File: config.mk
export PLATFORM = sky130hd
export DESIGN_NAME = iopmp_err_capture
export DESIGN_NICKNAME = d
export VERILOG_FILES = /design/src/rtl/iopmp_err_capture.sv
export SDC_FILE = /design/constraint.sdc
export NUM_CORES = 1
export LEC_CHECK = 0
export BUFFER_PORTS_ARGS = -buffer_cell sky130_fd_sc_hd__buf_2
export CORE_ASPECT_RATIO = 1.2
export CORE_UTILIZATION = 35
export DETAILED_ROUTE_END_ITERATION = 8
export GPL_TIMING_DRIVEN = 0
export PLACE_DENSITY = 0.66
export SETUP_SLACK_MARGIN = 0.3
export SYNTH_ARGS = -nofsm -noshare
export SYNTH_HDL_FRONTEND = slang
export SYNTH_SLANG_ARGS = --single-unit
File: constraint.sdc
create_clock -name clk_i -period 1.6 [get_ports clk_i]
set_clock_uncertainty 0.05 [all_clocks]
set_input_delay 0 -clock clk_i [delete_from_list [all_inputs] [get_ports clk_i]]
set_output_delay 0 -clock clk_i [all_outputs]
set_load 0.05 [all_outputs]
File: src/rtl/iopmp_err_capture.sv
// rtl/iopmp_err_capture.sv - IOPMP error-report capture, first-fault record, irq and TL-UL denial response
// Optional feature macro: IOPMP_MFR_EN (multi-fault record windows, ERR_MFR read port)
module iopmp_err_capture #(
  parameter int ADDR_W   = 34,
  parameter int RRID_W   = 16,
  parameter int SRC_W    = 8,
  parameter int SZ_W     = 2,
  parameter int RRID_NUM = 32
) (
  input  logic              clk_i,
  input  logic              rst_ni,
  input  logic              rep_valid_i,
  output logic              rep_ready_o,
  input  logic [1:0]        rep_ttype_i,
  input  logic [2:0]        rep_etype_i,
  input  logic [ADDR_W-1:0] rep_addr_i,
  input  logic [RRID_W-1:0] rep_rrid_i,
  input  logic [15:0]       rep_eid_i,
  input  logic              rep_sup_irq_i,
  input  logic              rep_sup_err_i,
  input  logic [SRC_W-1:0]  rep_src_i,
  input  logic [SZ_W-1:0]   rep_size_i,
  input  logic [7:0]        cfg_i,
  input  logic              v_clr_i,
  output logic [31:0]       reqinfo_o,
  output logic [31:0]       reqaddr_o,
  output logic [31:0]       reqaddrh_o,
  output logic [31:0]       reqid_o,
  output logic              irq_o,
  output logic              d_valid_o,
  input  logic              d_ready_i,
  output logic [2:0]        d_opcode_o,
  output logic              d_error_o,
  output logic [SRC_W-1:0]  d_source_o,
  output logic [SZ_W-1:0]   d_size_o,
`ifdef IOPMP_MFR_EN
  output logic [31:0]       err_mfr_o,
  input  logic              mfr_rd_i,
`endif
  output logic [31:0]       d_data_o
);

  typedef enum logic {ST_IDLE, ST_RESP} state_e;

  localparam logic RRID_NUM_OK = ((RRID_NUM % 16) == 0);

  state_e state_q, state_d;

  logic        accept;
  logic        recordable;
  logic        v_eff;
  logic        capture;
  logic        sv_hit;
  logic        ty_ie;
  logic        ty_re;
  logic        resp_op;
  logic        resp_err;
  logic        svc;
  logic [31:0] addr_hi;

  logic              v_q;
  logic [1:0]        ttype_q;
  logic [2:0]        etype_q;
  logic [31:0]       addr_lo_q;
  logic [31:0]       addr_hi_q;
  logic [RRID_W-1:0] rrid_q;
  logic [15:0]       eid_q;
  logic              irq_q;

  logic              op_q;
  logic              err_q;
  logic [SRC_W-1:0]  src_q;
  logic [SZ_W-1:0]   size_q;

  assign rep_ready_o = (state_q == ST_IDLE);
  assign accept      = rep_valid_i & rep_ready_o;
  assign recordable  = (rep_ttype_i != 2'b00);
  // A clear in the same cycle as an accept frees the record for the new fault
  assign v_eff       = v_q & ~v_clr_i;
  assign capture     = accept & recordable & ~v_eff;
  assign sv_hit      = accept & recordable & v_eff;

  generate
    if (ADDR_W > 34) begin : g_addr_hi
      assign addr_hi = 32'(rep_addr_i[ADDR_W-1:34]);
    end else begin : g_addr_hi_zero
      assign addr_hi = 32'h0;
    end
  endgenerate

  // Report FSM state register
  always_ff @(posedge clk_i) begin
    if (!rst_ni) state_q <= ST_IDLE;
    else         state_q <= state_d;
  end

  // Report FSM next state: accept in IDLE, hold response until D handshake
  always_comb begin
    state_d = state_q;
    case (state_q)
      ST_IDLE: if (accept)    state_d = ST_RESP;
      ST_RESP: if (d_ready_i) state_d = ST_IDLE;
      default:                state_d = ST_IDLE;
    endcase
  end

  // Select per-transaction-type irq/response enables and response opcode
  always_comb begin
    ty_ie   = 1'b0;
    ty_re   = 1'b0;
    resp_op = 1'b0;
    case (rep_ttype_i)
      2'b01: begin ty_ie = cfg_i[2]; ty_re = cfg_i[5]; resp_op = 1'b1; end
      2'b10: begin ty_ie = cfg_i[3]; ty_re = cfg_i[6]; resp_op = 1'b0; end
      2'b11: begin ty_ie = cfg_i[4]; ty_re = cfg_i[7]; resp_op = 1'b1; end
      default: begin ty_ie = 1'b0; ty_re = 1'b0; resp_op = 1'b0; end
    endcase
  end

  // Reserved ttype always gets a bus error; otherwise error unless suppressed
  assign resp_err = ~recordable | (~rep_sup_err_i & ~ty_re);

  // D-channel response fields latched at accept, held stable through RESP
  always_ff @(posedge clk_i) begin
    if (!rst_ni) begin
      op_q   <= 1'b0;
      err_q  <= 1'b0;
      src_q  <= '0;
      size_q <= '0;
    end else if (accept) begin
      op_q   <= resp_op;
      err_q  <= resp_err;
      src_q  <= rep_src_i;
      size_q <= rep_size_i;
    end
  end

  // First-fault record; a clear drops only v, fields hold until next capture
  always_ff @(posedge clk_i) begin
    if (!rst_ni) begin
      v_q       <= 1'b0;
      ttype_q   <= 2'b00;
      etype_q   <= 3'b000;
      addr_lo_q <= 32'h0;
      addr_hi_q <= 32'h0;
      rrid_q    <= '0;
      eid_q     <= 16'h0;
    end else begin
      if (v_clr_i) v_q <= 1'b0;
      if (capture) begin
        v_q       <= 1'b1;
        ttype_q   <= rep_ttype_i;
        etype_q   <= rep_etype_i;
        addr_lo_q <= rep_addr_i[33:2];
        addr_hi_q <= addr_hi;
        rrid_q    <= rep_rrid_i;
        eid_q     <= rep_eid_i;
      end
    end
  end

  // Level irq: set by an enabled, unsuppressed capture; held while v; ie gates it
  always_ff @(posedge clk_i) begin
    if (!rst_ni) irq_q <= 1'b0;
    else         irq_q <= cfg_i[1] & ((irq_q & ~v_clr_i) |
                                      (capture & ty_ie & ~rep_sup_irq_i));
  end

`ifdef IOPMP_MFR_EN
  localparam int NWIN  = RRID_NUM / 16;
  localparam int WIN_W = (NWIN > 1) ? $clog2(NWIN) : 1;

  logic [RRID_NUM-1:0] svw_q;
  logic [RRID_NUM-1:0] svw_set;
  logic [RRID_NUM-1:0] svw_clr;
  logic [WIN_W-1:0]    svi_q;
  logic [31:0]         mfr_q;
  logic                found;
  logic [WIN_W-1:0]    found_idx;
  logic [15:0]         found_win;
  int                  j;

  // Scan windows forward from svi with wrap; build set/clear masks
  always_comb begin
    found     = 1'b0;
    found_idx = '0;
    found_win = 16'h0;
    j         = 0;
    svw_set   = '0;
    svw_clr   = '0;
    for (int i = 0; i < NWIN; i++) begin
      j = int'(svi_q) + i;
      if (j >= NWIN) j = j - NWIN;
      if (!found && (svw_q[j*16 +: 16] != 16'h0)) begin
        found     = 1'b1;
        found_idx = WIN_W'(j);
        found_win = svw_q[j*16 +: 16];
      end
    end
    if (mfr_rd_i && found) begin
      for (int w = 0; w < NWIN; w++) begin
        if (w == int'(found_idx)) svw_clr[w*16 +: 16] = 16'hFFFF;
      end
    end
    if (sv_hit && (int'(rep_rrid_i) < RRID_NUM)) begin
      svw_set = RRID_NUM'(1) << rep_rrid_i;
    end
  end

  // Subsequent-violation windows and ERR_MFR read-out register
  always_ff @(posedge clk_i) begin
    if (!rst_ni) begin
      svw_q <= '0;
      svi_q <= '0;
      mfr_q <= 32'h0;
    end else begin
      svw_q <= (svw_q & ~svw_clr) | svw_set;
      if (mfr_rd_i) begin
        mfr_q <= {found, 3'b000, 12'(found ? found_idx : svi_q), found_win};
        if (found) svi_q <= found_idx;
      end
    end
  end

  assign svc       = |svw_q;
  assign err_mfr_o = mfr_q;

  logic unused_bits;
  assign unused_bits = ^{rep_addr_i[1:0], cfg_i[0], RRID_NUM_OK};
`else
  assign svc = 1'b0;

  logic unused_bits;
  assign unused_bits = ^{rep_addr_i[1:0], cfg_i[0], RRID_NUM_OK, sv_hit};
`endif

  assign reqinfo_o  = {24'h0, svc, etype_q, 1'b0, ttype_q, v_q};
  assign reqaddr_o  = addr_lo_q;
  assign reqaddrh_o = addr_hi_q;
  assign reqid_o    = {eid_q, 16'(rrid_q)};
  assign irq_o      = irq_q;

  assign d_valid_o  = (state_q == ST_RESP);
  assign d_opcode_o = {2'b00, op_q};
  assign d_error_o  = err_q;
  assign d_source_o = src_q;
  assign d_size_o   = size_q;
  assign d_data_o   = 32'h0;

endmodule

==> results.toml <==
[run_status]
outcome = "completed"

[setup_path]
crit_buf_inv = 2
max_stage_delay_ns = 0.36
cp_slowest_cell = "dfxtp_4"
cp-end-kind = "flip-flop"
cp_top_family = "flip-flops"
arrival_ns = 1.54
required_ns = 1.75
r2r_start = "d_valid_o$_SDFF_PN0_"
path_class = "reg -> reg"
cp_max_fo = 13
path_cells = "nand2b_4 > buf_12 > buf_8 > o31ai_2 > a21oi_1"
cp-start-kind = "flip-flop"
cp-startpoint = "d_valid_o$_SDFF_PN0_"

[route]
drc_errors = 0
drt-initial-drc-count = 130
vias = 5090
drtAntennaViolNets = 0
dr.pass1.iters = 5
wire_per_inst_um = 16.10
via_per_inst = 4.913
wl_um = 16680

[power_and_ir_drop]
power_density_nw_per_um2 = 870.4
sequentialPowerShare_pct = 33.6
p_switching_mw = 2.522
power.total_mw = 6.905
clkPwrFrac_pct = 31.9
power.leakage_nw = 3.601
p_int_mw = 4.383
ir_worst_vdd_v = 0.0004586
p_sw_share_pct = 36.53
pwr-share-comb_pct = 34.5

[floorplanning]
die_h_um = 122.9
die_area_um2 = 12620
ios = 273
num_rows = 43
initial_core_util_pct = 36.32
core-area_um2 = 11730
die_x_um = 102.7

[timing]
fin_setup_tns_ns = 0
finalHoldViolCount = 0
min_period_ns = 1.387
fin_crit_sh_pct = 86.66
worst_pin_slew_ns = 0.6096
worst_slack_ns = 0.2135
fmaxAchievable_mhz = 721.2
slew_headroom_pct = 59.36
setup-violations-final = 0
slew_violations = 0
rsz0062_at_grt = "yes"

[logic_synthesis]
ys.flop_type = "dfxtp_1"
ys_seq_area_share_pct = 39.47
synth-edff-count = 0
yosys.area.top_type = "dfxtp_1"
async_flop_share_pct = 0
avgSynthCellArea_um2 = 8.487
synth_cells = 502
yosysTopAreaCellShare_pct = 39.47
synth_mux_area_share_pct = 0.6167
synth_compound_area_share_pct = 22.85
synth_most_common_cell = "buf_4"
ys_types = 26
ys_ff_latch = 84
yosys.area_share.simple_pct = 13.63
synth_common_cells = "buf_4, dfxtp_1, a21oi_1"
synth_top_family_by_area = "buffers and inverters"
synth-xor-area-share_pct = 0
synthTopCellsByArea = "dfxtp_1, buf_4, o31ai_1"
ys_warn_count = 0
mappedNetlistArea_um2 = 4260
yosys.area_share.adder_pct = 0

[min_path]
hold_class = "in -> reg"
min-delay-start = "rst_ni"

[global_route]
grt_remaining_overflow = 0
grt_max_degree = 15
grt_pass1_wl_um = 23760
grt_pass1_vias = 4796
track_usage_pct = 24.48
antenna_found_initial = 0

[flow_run]
cap_violations = 0

[place]
numPortBuffers = 176
dpl.hpwl_um = 10360
dp_slack_ns = 0.03363
gp_congestion = 0.7967

[clock_network]
cts_tree = "built"
htreeDepth = 3
clk_pin_slew_worst_paths_ns = 0.06
clkLatencyLatePin_ns = 0.33
cts_sinks = 84
cts_root_buffer = "clkbuf_16"
cts_made_buffers = 9
clock_path_buffers = 2

[final_layout]
drive_above_1_share_pct = 48.35
antenna_cells = 0
syn_to_final_growth_pct = 86.20
nets = 970
-- worst register-to-register path: stages (launching register included) --
cell and delay [ns]:
dfxtp_4 0.36, nand2b_4 0.15, buf_12 0.16, buf_8 0.17
o31ai_2 0.26, a21oi_1 0.11
-- path summary, 6_finish.rpt --
check                                to  slack (ns)  depth (start not counted)
max          reqaddr_o[27]$_SDFFE_PN0P_        0.21                          5
min          reqaddr_o[15]$_SDFFE_PN0P_        0.02                          3
max reg2reg  reqaddr_o[27]$_SDFFE_PN0P_        0.21                          5
min reg2reg  d_source_o[4]$_SDFFE_PN0N_        0.41                          2
-- repair_timing --
item                                    4_1_cts  5_1_grt
hold buffers                                 86        0
buffers inserted                              2        0
endpoints found under the hold margin        83        0
endpoints found under the setup margin       83       79
pin swaps                                     6       10
gates cloned                                  3        3
gates resized for setup                     132       72
-- placed cells by master (no fill, tap or decap), types with 2 or more instances in the layout --
cell type      instances
buf_2                184
buf_4                105
conb_1                92
dlygate4sd3_1         86
dfxtp_1               82
a21oi_1               77
nand4_1               67
o31ai_2               36
o31ai_4               32
nand2_1               23
clkbuf_16             15
clkbuf_2              10
clkbuf_1              10
buf_6                  9
buf_8                  9
a21oi_2                5
inv_1                  3
buf_12                 3
nand2b_1               2
nor2_1                 2
nand3_1                2
clkinv_2               2
bufinv_16              2
-- stage by stage --
step	std cells	util, %	area, µm²	hold slack, ns
after floorplan	593	-	4642	0.05247
after global placement	926	48.76	5719	0.1513
after detailed placement	926	48.76	5719	0.1709
after CTS	1033	64.57	7574	-0.006782
after global routing	1036	67.63	7933	0.03177
final	1036	67.63	7933	0.01507
-- cells by family (layout without fill, tap and decap cells) --
group	count (synthesis)	after routing
simple gates	103	103
flops	84	84
buf+inv	156	442
other cells	1	92
mux	2	2
compound gates	156	156
-- final cells by class --
class	instances	area, µm²
Fill cell	913	3796
Clock buffer	11	232.7
Tap cell	157	196.4
Multi-Input combinational cell	353	2606
Inverter	4	15.01
Clock inverter	5	77.57
Timing Repair Buffer	270	1831
Sequential cell	84	1687
Buffer	152	1287
-- metal layers --
| layer | wire [µm] | vias up | track usage [%] |
|---|---|---|---|
| met5 | 0 | - | 0 |
| met4 | 450 | 0 | 11.25 |
| met3 | 1010 | 33 | 4.385 |
| met2 | 8820 | 251 | 43.63 |
| met1 | 6400 | 2398 | 27.99 |
| li1 | - | 2408 | - |
-- power by group through the flow --
stage               Combinational (mW)  Sequential (mW)  Clock (mW)
finish                            2.38             2.32        2.20
global route                      2.50             2.33        2.33
CTS                               2.24             2.30        2.24
detailed placement                1.89             2.33           0
global placement                  1.87             2.32           0
floorplan                         1.07             2.74           0
-- state kept, by name, summed over array words and instances (netlist names) --
register and flops:
irq_o 1, eid_q 16, ttype_q 2, op_q 1, reqaddr_o 32, etype_q 3
d_error_o 1, v_q 1, d_source_o 8, d_size_o 2, d_valid_o 1, rrid_q 16
Note: power is estimated with default switching activity, not from simulation.
